## src/rtl/emesh_txn_buffer.sv

```systemverilog
// Transaction FIFO in front of the AXI/eLink arbiter. It absorbs wr_wait/rd_wait
// backpressure and re-presents emesh transactions in order from a registered head.
module emesh_txn_buffer #(
  parameter int DEPTH = 8,
  parameter int AW    = 32
) (
  input  logic                         eclk,
  input  logic                         reset,
  // upstream transaction
  input  logic                         access_in,
  input  logic                         write_in,
  input  logic [1:0]                   datamode_in,
  input  logic [3:0]                   ctrlmode_in,
  input  logic [AW-1:0]                dstaddr_in,
  input  logic [AW-1:0]                srcaddr_in,
  input  logic [AW-1:0]                data_in,
  output logic                         wr_wait_out,
  output logic                         rd_wait_out,
  // downstream head entry
  output logic                         access_out,
  output logic                         write_out,
  output logic [1:0]                   datamode_out,
  output logic [3:0]                   ctrlmode_out,
  output logic [AW-1:0]                dstaddr_out,
  output logic [AW-1:0]                srcaddr_out,
  output logic [AW-1:0]                data_out,
  input  logic                         wr_wait_in,
  input  logic                         rd_wait_in,
  // status
  output logic [$clog2(DEPTH+1)-1:0]   fifo_count,
  output logic                         overflow
);

  localparam int PW = $clog2(DEPTH);
  localparam int CW = $clog2(DEPTH+1);

  typedef struct packed {
    logic          write;
    logic [1:0]    datamode;
    logic [3:0]    ctrlmode;
    logic [AW-1:0] dstaddr;
    logic [AW-1:0] srcaddr;
    logic [AW-1:0] data;
  } entry_t;

  entry_t          mem [DEPTH];
  entry_t          in_entry;
  entry_t          head;
  entry_t          next_head;
  logic            head_load;

  logic [PW-1:0]   wr_ptr;
  logic [PW-1:0]   rd_ptr;
  logic [PW-1:0]   rd_ptr_inc;
  logic [CW-1:0]   count_next;

  logic            full;
  logic            empty;
  logic            head_wait;
  logic            pop;
  logic            push;
  logic            drop;
  logic            wait_next;

  assign in_entry = '{write:    write_in,
                      datamode: datamode_in,
                      ctrlmode: ctrlmode_in,
                      dstaddr:  dstaddr_in,
                      srcaddr:  srcaddr_in,
                      data:     data_in};

  assign full       = (fifo_count == CW'(DEPTH));
  assign empty      = (fifo_count == '0);
  assign rd_ptr_inc = rd_ptr + PW'(1);

  // The head's own type selects which downstream stall applies, so a stalled
  // read blocks everything queued behind it.
  assign head_wait = head.write ? wr_wait_in : rd_wait_in;
  assign pop       = access_out && !head_wait;
  assign push      = access_in && (!full || pop);
  assign drop      = access_in && full && !pop;

  // NOTE: every signal assigned in always_comb gets a default first, so no
  // path leaves it unassigned and no latch is inferred.
  always_comb begin
    count_next = fifo_count;
    unique case ({push, pop})
      2'b10:   count_next = fifo_count + CW'(1);
      2'b01:   count_next = fifo_count - CW'(1);
      default: count_next = fifo_count;
    endcase
  end

  // Wait rises one entry early so an access already in flight still fits.
  assign wait_next = (count_next >= CW'(DEPTH-1));

  // The next head comes from storage, except when the entry being pushed this
  // cycle is itself the new head and is not yet readable from memory.
  always_comb begin
    head_load = 1'b0;
    next_head = head;
    if (pop) begin
      if (fifo_count == CW'(1)) begin
        if (push) begin
          head_load = 1'b1;
          next_head = in_entry;
        end
      end else begin
        head_load = 1'b1;
        next_head = mem[rd_ptr_inc];
      end
    end else if (push && empty) begin
      head_load = 1'b1;
      next_head = in_entry;
    end
  end

  // NOTE: the storage array has no reset; validity is tracked entirely by the
  // pointers and count, so stale contents are never presented.
  always_ff @(posedge eclk) begin
    if (push) mem[wr_ptr] <= in_entry;
  end

  // NOTE: sequential state uses non-blocking assignments only, so every
  // register samples the pre-edge values of its neighbours.
  always_ff @(posedge eclk or posedge reset) begin
    if (reset) begin
      wr_ptr      <= '0;
      rd_ptr      <= '0;
      fifo_count  <= '0;
      access_out  <= 1'b0;
      wr_wait_out <= 1'b0;
      rd_wait_out <= 1'b0;
      overflow    <= 1'b0;
      head        <= '0;
    end else begin
      if (push) wr_ptr <= wr_ptr + PW'(1);
      if (pop)  rd_ptr <= rd_ptr_inc;
      fifo_count  <= count_next;
      access_out  <= (count_next != '0);
      wr_wait_out <= wait_next;
      rd_wait_out <= wait_next;
      if (drop)      overflow <= 1'b1;
      if (head_load) head     <= next_head;
    end
  end

  assign write_out    = head.write;
  assign datamode_out = head.datamode;
  assign ctrlmode_out = head.ctrlmode;
  assign dstaddr_out  = head.dstaddr;
  assign srcaddr_out  = head.srcaddr;
  assign data_out     = head.data;

endmodule
```

## config.mk

```make
export PLATFORM = sky130hd
export DESIGN_NAME = emesh_txn_buffer
export DESIGN_NICKNAME = d
export VERILOG_FILES = /design/src/rtl/emesh_txn_buffer.sv
export SDC_FILE = /design/constraint.sdc
export NUM_CORES = 1
export LEC_CHECK = 0
export BUFFER_PORTS_ARGS = -buffer_cell sky130_fd_sc_hd__clkbuf_2
export CORE_MARGIN = 2
export CORE_UTILIZATION = 61
export DETAILED_ROUTE_END_ITERATION = 12
export MAX_ROUTING_LAYER = met4
export PLACE_DENSITY = 0.87
export SKIP_LAST_GASP = 1
export SYNTH_ARGS = -nofsm -noshare
export SYNTH_HDL_FRONTEND = slang
export SYNTH_SLANG_ARGS = --single-unit
```

## constraint.sdc

```tcl
create_clock -name eclk -period 18.5 [get_ports eclk]
set_clock_uncertainty 0.15 [all_clocks]
set_input_delay 3.7 -clock eclk [delete_from_list [all_inputs] [get_ports eclk]]
set_output_delay 3.7 -clock eclk [all_outputs]
set_load 0.01 [all_outputs]
```

==> run summary <==
The smallest clock period supported by the final layout is computed as 6.95 ns. In this design, the stage delay of the slowest critical-path cell is 1.10 ns. The number of nets in the layout is 2496, and the count of H-tree levels built during CTS is 3.

Setup repair after global routing left no endpoint under its margin. The dominant delay contributor by cell family on the critical path is compound AO/OA/AOI/OAI gates. After synthesis, flip-flops and latches occupy 73.3% of the total area.

The overall die area is 63800 µm². The end point of the critical path was data_out[10]. Prevailing post-synth register cell: sky130_fd_sc_hd__edfxtp_1. The root buffer selected by CTS is sky130_fd_sc_hd__clkbuf_16. Summing over every cut layer, the via total after detailed routing is 22.3k. The tools report the total half-perimeter wirelength after legalization and detailed placement as 44.5 mm. The number of buffers created by CTS is 87, and the fraction of registers with async set/reset is 12.3%. The tools report the total negative slack for setup checks as 0 ns. The kind of critical path was input port to register.

In this run, flip-flops and latches consume 40.9% of the power. The layout has 3574 filler cells. Once layout is complete, the utilization of the core stands at 68.3%. Max-cap violations in this run came to 0. The number of I/O pins is 219. The worst register-to-register path begins at rd_ptr[0].

The final wirelength was 87.8 mm; the number of enable-type register cells in the synthesized netlist was 824. The run finished with clean final reports. For flop-to-flop paths, the worst setup slack is 13.20 ns. The number of slew-limit violations in the final report is 0. Simple logic cell fraction of the synthesized area: 7.22%. In this run, the combinational gates consume 35.5% of the power.

The congestion estimate from routability-driven global placement came to 0.813. Relative to the synthesized area, the layout overhead comes to 11.2%. The number of register bits inferred by synthesis was 940; the count of hold-fix buffers inserted at cts was 0. In the layout the commonest cells are sky130_fd_sc_hd__edfxtp_1, sky130_fd_sc_hd__clkbuf_2, sky130_fd_sc_hd__mux2i_1. The source-to-sink clock delay at the later pin of the worst-skew pair was 0.63 ns; the number of iterations in the first detailed-routing pass was 6. The die is 253 µm tall. The tools report the clock share of power as 23.6%. Of the cells placed in the final design, the portion with a size suffix greater than 1 is 17.5%.

In the final layout, the multi-input gates occupy 9170 µm². The flip-flop and latch area is 27700 µm², and the compound-gate portion of the synthesized area is 10.8%. Counting cells, the worst reg-to-reg path comes to 7. After layout, the worst path uses 37.6% of the clock period.

In this run the number of cells on the critical path is 8. The switching part of the total power was 36.7%; the number of warnings reported in the yosys synthesis log was 0. In this run the static leakage power is 0.0148 µW. The tree built by TritonCTS fans out to 940 sinks. The highest clock rate came out at 144 MHz. After synthesis, the share of cell area in mux cells is 5.65%.

In this run the remaining antenna-violating nets after routing total 0. The tools report the count of cell types in the netlist as 44. Leaving out fill and tap cells, the most frequent cell in the layout is sky130_fd_sc_hd__edfxtp_1. For the global-route wire length before repair, the log shows 132 mm.

For this design the total switching power over the nets is 2650 µW. The worst-case IR drop observed on VDD is 475 µV. After detailed routing, the number of vias per cell comes to 6.86.

After floorplanning, the core was sized to cover 61400 µm². Buffers placed on the I/O ports in this run total 218. Traced cell by cell, the critical path runs through clkbuf_2, mux2_2, o2111ai_1, nand2_1, ha_1, a2111o_2, buf_4, o221a_1. The final count of hold timing violations was 0; the cell area after synthesis was 37700 µm².

The floorplan has 91 rows. Synthesis produced a netlist with a net count of 2351. The cell area power density is 172 nW/µm², and the initial antenna violation count is 3. Summing the areas of all xor and xnor instances in the mapped netlist gives 0.159% of the synthesized area. The run gives 18.90 ns as the required time of the critical path. Across all hold checks on the routed design, the worst slack comes to 0.378 ns.

The total congestion overflow was 0. Setup violations remaining at the end of the flow were counted as 0. The number of setup buffers added after CTS is 0.

The endpoint identified for the worst register-to-register timing path is dstaddr_out[12]. The largest net degree at the start of global routing was 225; the initial DRC count was 2945. Of all nets on the critical path, the largest fanout is 54. The initial utilization of the core area, before any placement, comes to 61.4%. The total of cells resized after clock tree synthesis came out at 0. Number of buffer and inverter stages on the critical path: 2.

TritonCTS built the clock tree. The largest total area in the synthesized netlist belongs to sky130_fd_sc_hd__edfxtp_1. Classification of the worst-slack hold path: register to register. The relative max-transition margin came out at 9.72%. The most critical setup path has its startpoint at wr_wait_in.

After detailed routing, the average wire length per cell comes to 27.0 µm. For this run, design rule violations remaining after detail routing come to 0. The cell-internal power is 4570 µW, and the synthesized area per cell is 16.9 µm².

Synthesis produced a netlist whose cell count is 2235. After synthesis, the cell types taking the most area are sky130_fd_sc_hd__edfxtp_1, sky130_fd_sc_hd__dfrtp_1, sky130_fd_sc_hd__mux2i_1. The maximum buffer depth of the clock tree was 3. The data arrival time of the critical path is 7.35 ns. The slew at the pin closest to its max-slew limit is 1.35 ns. Total global-route track usage: 28.1%. On the critical path, the stage with the largest delay is an instance of sky130_fd_sc_hd__a2111o_2. Category of the worst setup path capture point: a register. The clock-pin slew on the worst setup and hold paths was 0.06 ns. The largest family of logic cells by synthesized area is compound AO/OA/AOI/OAI gates. The synthesized netlist devotes 0.265% of its cell area to adder and majority cells. The proportion of netlist area held by the largest area contributor was 65.6%; the number of global-route vias before repair was 22.4k. Measured along the x axis, the die boundary spans 253 µm. The startpoint class of the critical path is an input port.
worst min path at each step:
stage / from / endpoint / cells after the start
6_report: overflow / overflow / 1
5_1_grt: overflow / overflow / 1
4_1_cts: overflow / overflow / 1
3_5_place_dp: overflow / overflow / 1
3_3_place_gp: rd_ptr[1] / rd_ptr[1] / 2
2_1_floorplan: rd_ptr[1] / rd_ptr[1] / 2
cell type report:
| type | count | share of cell area [%] |
|---|---|---|
| sequential | 940 | 65.9 |
| multi-input combinational | 1087 | 21.9 |
| clock buffer | 112 | 5.56 |
| timing repair buffer | 250 | 3.26 |
| tap | 790 | 2.36 |
| clock inverter | 50 | 0.874 |
| inverter | 14 | 0.131 |
| antenna | 3 | 0.0179 |
power by group through the flow:
stage	Sequential (µW)	Combinational (µW)	Clock (µW)
global placement	2960	2390	0
global route	2980	2730	1790
detailed placement	2980	2510	0
finish	2950	2560	1710
CTS	2950	2540	1720
floorplan	3010	1770	0
cells in the mapped netlist, types with 2 or more instances:
library cell / count
sky130_fd_sc_hd__o221a_1: 84
sky130_fd_sc_hd__a2111oi_0: 204
sky130_fd_sc_hd__buf_4: 18
sky130_fd_sc_hd__nor4b_1: 2
sky130_fd_sc_hd__inv_1: 14
sky130_fd_sc_hd__o41ai_1: 88
sky130_fd_sc_hd__nor2b_1: 204
sky130_fd_sc_hd__a21oi_1: 3
sky130_fd_sc_hd__dfrtp_1: 116
sky130_fd_sc_hd__nor3b_1: 3
sky130_fd_sc_hd__nand2_1: 9
sky130_fd_sc_hd__mux2_2: 2
sky130_fd_sc_hd__nor3_1: 3
sky130_fd_sc_hd__and3_1: 204
sky130_fd_sc_hd__clkbuf_4: 2
sky130_fd_sc_hd__o221a_2: 20
sky130_fd_sc_hd__buf_1: 13
sky130_fd_sc_hd__xnor2_1: 4
sky130_fd_sc_hd__mux4_2: 2
sky130_fd_sc_hd__clkbuf_2: 4
sky130_fd_sc_hd__o22ai_1: 2
sky130_fd_sc_hd__mux2i_1: 206
sky130_fd_sc_hd__ha_1: 8
sky130_fd_sc_hd__nand3_1: 4
sky130_fd_sc_hd__nor2_1: 5
sky130_fd_sc_hd__o31ai_1: 2
sky130_fd_sc_hd__buf_6: 13
sky130_fd_sc_hd__buf_2: 29
sky130_fd_sc_hd__a22oi_1: 2
sky130_fd_sc_hd__edfxtp_1: 824
sky130_fd_sc_hd__clkbuf_1: 115
sky130_fd_sc_hd__o41ai_2: 14
logic make-up (layout without fill, tap and decap cells):
logic type	after synthesis	count (layout)
other cells	0	3
xor+xnor	6	6
flops	940	940
simple gates	439	439
fa+ha+maj	8	8
mux	210	210
compound gates	424	424
buf+inv	208	426
routing by layer:
metal	vias to the layer above	part of all wire, %	global-route usage [%]
met4	0	3.2	11.3
met5	-	0	-
met2	1418	49	43.3
met1	11136	38	37.0
li1	9484	-	-
met3	216	10	5.83
per-stage QoR:
stage | power (µW) | worst slack, ns | std cells | area [µm²]
final | 7220 | 11.55 | 3246 | 41900
after global placement | 5350 | 11.18 | 3081 | 39200
after detailed placement | 5490 | 11.07 | 3081 | 39200
after CTS | 7200 | 11.73 | 3243 | 41900
after floorplan | 4790 | 2.43 | 2235 | 37700
after global routing | 7500 | 11.50 | 3246 | 41900
state kept, by name, summed over array words and instances (netlist names), 3 cells and up:
register,cells
mem,824
data_out,32
dstaddr_out,32
srcaddr_out,32
ctrlmode_out,4
fifo_count,4
rd_ptr,3
wr_ptr,3
(Power assumes the default switching activity.)
